`src/rtl/fir_sched_pkg.sv`:
```
// Shared types and helpers for the per-sample FIR band MAC scheduler.
package fir_sched_pkg;

   localparam int unsigned NUM_BANDS_DEF = 5;
   localparam int unsigned LO_BANDS_DEF  = 2;
   localparam int unsigned TAPS_LO_DEF   = 531;
   localparam int unsigned TAPS_HI_DEF   = 1021;
   localparam int unsigned PIPE_LAT_DEF  = 2;
   localparam int unsigned TAP_CNT_W     = $clog2(TAPS_HI_DEF);

   typedef logic [$clog2(NUM_BANDS_DEF)-1:0] band_idx_t;

   typedef enum logic [2:0] {
      IDLE,
      CLR,
      RUN,
      DRAIN,
      DONE,
      SKIP
   } sched_state_t;

   function automatic int unsigned taps_of(input band_idx_t b, input int unsigned lo_bands,
                                           input int unsigned taps_lo, input int unsigned taps_hi);
      return (32'(b) < lo_bands) ? taps_lo : taps_hi;
   endfunction

endpackage

```
`src/rtl/sched_dly_line.sv`:
```
// Fixed-depth 1-bit delay line; aligns the read-issue strobe with product arrival.
module sched_dly_line #(
   parameter int unsigned DEPTH = 2
)(
   input  logic clk,
   input  logic rst_n,
   input  logic d,
   output logic q
);

   logic [DEPTH-1:0] sr;

   always_ff @(posedge clk or negedge rst_n) begin
      if (!rst_n) begin
         sr <= '0;
      end else begin
         sr[0] <= d;
         for (int unsigned i = 1; i < DEPTH; i++) begin
            sr[i] <= sr[i-1];
         end
      end
   end

   assign q = sr[DEPTH-1];

endmodule

```
`src/rtl/fir_band_sched.sv`:
```
// Per-sample MAC scheduler sharing one coefficient ROM/MAC across all FIR bands.
// Optional build macro FIR_BAND_MASK_EN adds a per-band enable input (band_en).
module fir_band_sched
   import fir_sched_pkg::*;
#(
   parameter int unsigned NUM_BANDS = NUM_BANDS_DEF,
   parameter int unsigned LO_BANDS  = LO_BANDS_DEF,
   parameter int unsigned TAPS_LO   = TAPS_LO_DEF,
   parameter int unsigned TAPS_HI   = TAPS_HI_DEF,
   parameter int unsigned PIPE_LAT  = PIPE_LAT_DEF
)(
   input  logic                         clk,
   input  logic                         rst_n,
   input  logic                         smpl_rdy,
   input  logic                         lo_full,
   input  logic                         hi_full,
   input  logic                         clr_ovr,
`ifdef FIR_BAND_MASK_EN
   input  logic [NUM_BANDS-1:0]         band_en,
`endif
   output logic                         seq_lo,
   output logic                         seq_hi,
   output logic [$clog2(NUM_BANDS)-1:0] band,
   output logic [$clog2(TAPS_HI)-1:0]   coeff_addr,
   output logic                         clr_acc,
   output logic                         acc_en,
   output logic                         band_done,
   output logic                         band_vld,
   output logic                         all_done,
   output logic                         busy,
   output logic                         ovr
);

   localparam int unsigned BAND_W = $clog2(NUM_BANDS);
   localparam int unsigned TAP_W  = $clog2(TAPS_HI);
   localparam int unsigned DRN_W  = $clog2(PIPE_LAT + 1);

   sched_state_t         state;
   logic                 rd_issue;
   logic [DRN_W-1:0]     drn_cnt;
   logic [NUM_BANDS-1:0] en_mask;
   logic [BAND_W-1:0]    entry_band;
   logic                 entry_ok;
   logic                 entry_last;
   logic                 enter;
   logic                 band_last;
   logic                 band_is_lo;
   logic [TAP_W-1:0]     last_addr;

`ifdef FIR_BAND_MASK_EN
   assign en_mask = band_en;
`else
   assign en_mask = '1;
`endif

   // Band entry happens from IDLE (band 0) or after a DONE/SKIP that is not the last band.
   always_comb begin
      entry_band = (state == IDLE) ? '0 : band + 1'b1;
      entry_ok   = ((entry_band < BAND_W'(LO_BANDS)) ? lo_full : hi_full) && en_mask[entry_band];
      entry_last = (entry_band == BAND_W'(NUM_BANDS - 1));
      band_last  = (band == BAND_W'(NUM_BANDS - 1));
      band_is_lo = (band < BAND_W'(LO_BANDS));
      last_addr  = TAP_W'(taps_of(band_idx_t'(band), LO_BANDS, TAPS_LO, TAPS_HI) - 1);
      enter      = ((state == IDLE) && smpl_rdy) ||
                   (((state == DONE) || (state == SKIP)) && !band_last);
   end

   always_ff @(posedge clk or negedge rst_n) begin
      if (!rst_n) begin
         state      <= IDLE;
         band       <= '0;
         coeff_addr <= '0;
         drn_cnt    <= '0;
         rd_issue   <= 1'b0;
         seq_lo     <= 1'b0;
         seq_hi     <= 1'b0;
         clr_acc    <= 1'b0;
         band_done  <= 1'b0;
         band_vld   <= 1'b0;
         all_done   <= 1'b0;
         busy       <= 1'b0;
         ovr        <= 1'b0;
      end else begin
         rd_issue  <= 1'b0;
         seq_lo    <= 1'b0;
         seq_hi    <= 1'b0;
         clr_acc   <= 1'b0;
         band_done <= 1'b0;
         band_vld  <= 1'b0;
         all_done  <= 1'b0;

         if (smpl_rdy && busy) begin
            ovr <= 1'b1;
         end else if (clr_ovr) begin
            ovr <= 1'b0;
         end

         if (enter) begin
            band       <= entry_band;
            coeff_addr <= '0;
            busy       <= 1'b1;
            if (entry_ok) begin
               state   <= CLR;
               clr_acc <= 1'b1;
            end else begin
               state     <= SKIP;
               band_done <= 1'b1;
               all_done  <= entry_last;
            end
         end else begin
            case (state)
               CLR: begin
                  state    <= RUN;
                  rd_issue <= 1'b1;
                  seq_lo   <= band_is_lo;
                  seq_hi   <= !band_is_lo;
               end
               RUN: begin
                  if (coeff_addr == last_addr) begin
                     state   <= DRAIN;
                     drn_cnt <= '0;
                  end else begin
                     coeff_addr <= coeff_addr + 1'b1;
                     rd_issue   <= 1'b1;
                     seq_lo     <= band_is_lo;
                     seq_hi     <= !band_is_lo;
                  end
               end
               DRAIN: begin
                  if (drn_cnt == DRN_W'(PIPE_LAT - 1)) begin
                     state     <= DONE;
                     band_done <= 1'b1;
                     band_vld  <= 1'b1;
                     all_done  <= band_last;
                  end else begin
                     drn_cnt <= drn_cnt + 1'b1;
                  end
               end
               DONE, SKIP: begin
                  state <= IDLE;
                  busy  <= 1'b0;
               end
               default: state <= IDLE;
            endcase
         end
      end
   end

   sched_dly_line #(
      .DEPTH(PIPE_LAT)
   ) u_dly (
      .clk  (clk),
      .rst_n(rst_n),
      .d    (rd_issue),
      .q    (acc_en)
   );

endmodule

```
`config.mk`:
```
export PLATFORM = sky130hd
export DESIGN_NAME = fir_band_sched
export DESIGN_NICKNAME = d
export VERILOG_FILES = /design/src/rtl/fir_sched_pkg.sv /design/src/rtl/sched_dly_line.sv /design/src/rtl/fir_band_sched.sv
export SDC_FILE = /design/constraint.sdc
export NUM_CORES = 1
export LEC_CHECK = 0
export CAP_MARGIN = 20
export CORE_MARGIN = 4
export CORE_UTILIZATION = 47
export CTS_CLUSTER_DIAMETER = 100
export DETAILED_ROUTE_END_ITERATION = 6
export GPL_TIMING_DRIVEN = 0
export PLACE_DENSITY = 0.75
export SLEW_MARGIN = 10
export SYNTH_ARGS = -nofsm -noshare
export SYNTH_HDL_FRONTEND = slang
export SYNTH_SLANG_ARGS = --single-unit
```
`constraint.sdc`:
```
create_clock -name clk -period 1.6 [get_ports clk]
set_input_delay 0.32 -clock clk [delete_from_list [all_inputs] [get_ports clk]]
set_output_delay 0.32 -clock clk [all_outputs]
set_load 0.02 [all_outputs]
```
==> out/qor.csv <==
stage;metric;value;unit
final_layout;post-route-util;73.1;%
power;p_leak;1.07;nW
floorplan;pin_count;28;
critical_path;critPathLaunchType;register;
clock_network;tritoncts;done;
clock_network;root_buffer;clkbuf_4;
clock_network;cts_max_level;2;
routing;drc;0;
yosys;synth-main-ff-cell;dfrtp_1;
run_status;status;finished with violations;
yosys;synth_common_cells;29 x dfrtp_1, 19 x nand2_1, 6 x inv_1, 6 x o21ai_0;
yosys;synth_cells;151;
yosys;post-synth-top-count-cell;dfrtp_1;
critical_path;end_kind;register;
yosys;synth_warnings;0;
clock_network;clock-sinks;29;
grt;grtUsageMet2;31.1;%
grt;grt_pass1_wl;6.44;mm
power;total_power;3.85;mW
timing;setup_viol;13;
routing;wl_per_cell;16.6;um
yosys;yosysTopAreaCellShare;46.5;%
critical_path;r2r-end;drn_cnt[0]$_DFFE_PN0P_;
yosys;synth_edf_count;0;
floorplan;core-area;3100;um2
final_layout;nFillCells;233;
routing;ant_nets;0;
placement;dpl_worst_slack;-0.314;ns
routing;via_per_inst;5.78;
critical_path;slowest_stage;nor4_4;
clock_network;insertion_delay;0.34;ns
routing;dr.pass1.iters;4;
placement;place_congestion;0.764;
final_layout;n_antenna_cell;0;
grt;use_met1;25.7;%
floorplan;fp.dieArea;4310;um2
routing;vias;1451;
final_layout;nets;216;
timing;post-route-period-util;108;%
critical_path;crit_family;simple AND/OR/NAND/NOR gates;
run_status;violations;negative hold slack, negative setup slack;
placement;io_buffer_count;27;
floorplan;rows;20;
timing;hold_viol_final;23;
grt;busiest_layer;met2;
timing;tightestPinTransition;0.640;ns
final_layout;drive_gt1_share;30.9;%
clock_network;path_clk_slew;0.10;ns
floorplan;fp.dieH;65.6;um
yosys;ys_seq_area_share;46.5;%
timing;timing.fmax;0.578;GHz
grt;met3_usage;5.81;%
final_layout;synthToLayoutAreaGrowth;45.3;%
floorplan;dieWidth;65.6;um
min_path;holdCritPathClass;input port to async pin;
power;ir_drop;1.03;mV
yosys;ys_ff_latch;29;
yosys;yosysTopAreaCell;dfrtp_1;
placement;dpl.hpwl;2.49;mm
critical_path;worstPathArrival;1.96;ns
yosys;async_flop_share;100;%
grt;grt_pass1_vias;1346;
critical_path;cp.buffers_inverters;1;
floorplan;start_util;50.3;%
critical_path;cp_cell_sequence;nand3b_1 > nor4_4 > buf_4 > o31ai_2 > a22o_1;
timing;period_needed;1.73;ns
job;maxCapViolCount;0;
routing;drt_iter0_markers;124;
grt;track_usage;19.9;%
yosys;synth.area.top_cells;dfrtp_1 47%, nand2_1 4.6%, ha_1 3.2%;
routing;finalWirelength;4.16;mm
yosys;syn_avg_cell_area;10.3;um2
timing;slew_headroom;57.3;%
critical_path;cp.required;1.83;ns
power;power_density;1700;nW/um2
critical_path;ff2ff_setup_slack;-0.13;ns
yosys;syn-num-nets;161;
timing;report.final.slew_viol_count;0;
timing;fin_skew;0.0127;ns
clock_network;clockBufferDepth;2;
timing;whs;-0.00841;ns
critical_path;reg2reg_depth;5;
yosys;netlist_area;1560;um2
timing;grt_setup_unrepaired;true;
grt;grt_max_degree;30;
timing;fin_ws;-0.131;ns
yosys;post_synth_num_cell_types;52;
grt;grt-ovfl-total;0;
critical_path;reg2reg_from;coeff_addr[0]$_DFFE_PN0P_;
clock_network;cts_inserted_buffers;5;
grt;antenna_found_initial;0;
critical_path;crit_type;register to register;
critical_path;cpPeakStageDelay;0.47;ns
critical_path;crit_fanout;5;
[metrics by stage]
stage | cells | TNS, ns | area [um2]
final | 251 | -1.03 | 2270
after global routing | 251 | -2.05 | 2270
after CTS | 244 | -0.365 | 2140
after detailed placement | 222 | -3.03 | 1920
after global placement | 222 | -11.50 | 1930
after floorplan | 151 | -0.0393 | 1600
[how the worst max path moves through the flow]
| stage | startpoint | endpoint | slack [ns] | cells after the start |
|---|---|---|---|---|
| after floorplan | coeff_addr[0]$_DFFE_PN0P_ | coeff_addr[4]$_DFFE_PN0P_ | -0.04 | 4 |
| after global placement | rst_n | coeff_addr[1]$_DFFE_PN0P_ | -0.38 | 1 |
| after detailed placement | smpl_rdy | coeff_addr[6]$_DFFE_PN0P_ | -0.31 | 7 |
| after CTS | state[2]$_DFFE_PN0P_ | coeff_addr[6]$_DFFE_PN0P_ | -0.12 | 5 |
| after global routing | state[2]$_DFFE_PN0P_ | coeff_addr[6]$_DFFE_PN0P_ | -0.22 | 5 |
| final | coeff_addr[0]$_DFFE_PN0P_ | drn_cnt[0]$_DFFE_PN0P_ | -0.13 | 5 |
[worst register-to-register path, stage by stage (launching register included)]
cell      delay, ns
dfrtp_2        0.43
nand3b_1       0.23
nor4_4         0.47
buf_4          0.19
o31ai_2        0.07
a22o_1         0.22
[logic make-up (layout without fill, tap and decap cells)]
| kind of cell | count (synthesis) | count (layout) | share of synthesized area [%] |
|---|---|---|---|
| AO/OA/AOI/OAI | 34 | 34 | 16.2 |
| XOR/XNOR | 3 | 3 | 1.68 |
| adder cells (fa/ha/maj) | 4 | 4 | 3.21 |
| buffers and inverters | 13 | 69 | 4.09 |
| flip-flops | 29 | 29 | 46.5 |
| multiplexers | 4 | 4 | 2.57 |
| AND/OR/NAND/NOR | 64 | 64 | 25.7 |
[sequential cells by signal, indices dropped and copies added, names as in the netlist]
name and count:
coeff_addr 10, band 3, state 3, drn_cnt 2, u_dly.sr 2, all_done 1
band_done 1, band_vld 1, busy 1, clr_acc 1, ovr 1, rd_issue 1
seq_hi 1, seq_lo 1
[layout make-up]
cell class | count | area (um2) | area share [%]
sequential | 29 | 739 | 32.6
timing repair buffer | 48 | 442 | 19.5
buffer | 7 | 55.1 | 2.43
clock buffer | 5 | 37.5 | 1.66
inverter | 6 | 22.5 | 0.993
tap | 44 | 55.1 | 2.43
clock inverter | 3 | 65.1 | 2.87
multi-input combinational | 109 | 851 | 37.5
[placed cells by master (no fill, tap or decap), types with 3 or more instances in the layout]
cell type and count:
inv_1 4, buf_4 18, nand3_1 4, o21ai_0 5
buf_6 4, nand4_1 3, o21bai_1 3, nor3_1 4
nor2_1 3, or2_1 3, clkdlybuf4s50_1 4, clkdlybuf4s15_1 5
dlygate4sd2_1 16, dfrtp_2 11, nand2_1 19, clkbuf_4 5
dfrtp_1 18, nand2b_1 3, mux2i_1 4, nor2b_1 3
a22o_1 3
[power breakdown]
group / switching, mW / internal [mW]
Clock: 0.285 / 0.484
Combinational: 0.986 / 0.922
Sequential: 0.201 / 0.969
Total: 1.47 / 2.37
[routing by layer]
| metal | up-vias | share of wire [%] |
|---|---|---|
| met4 | 0 | 1.7 |
| met2 | 56 | 49 |
| met3 | 11 | 5.8 |
| li1 | 670 | - |
| met1 | 714 | 44 |
| met5 | - | 0 |
[timing repair]
action / in CTS / in global routing
pin swaps: 14 / 9
buffers inserted: 14 / 7
hold buffers: 0 / 0
setup endpoints to repair: 40 / 28
cloned: 0 / 0
resized for setup: 32 / 19
Note: power is estimated with default switching activity, not from simulation.
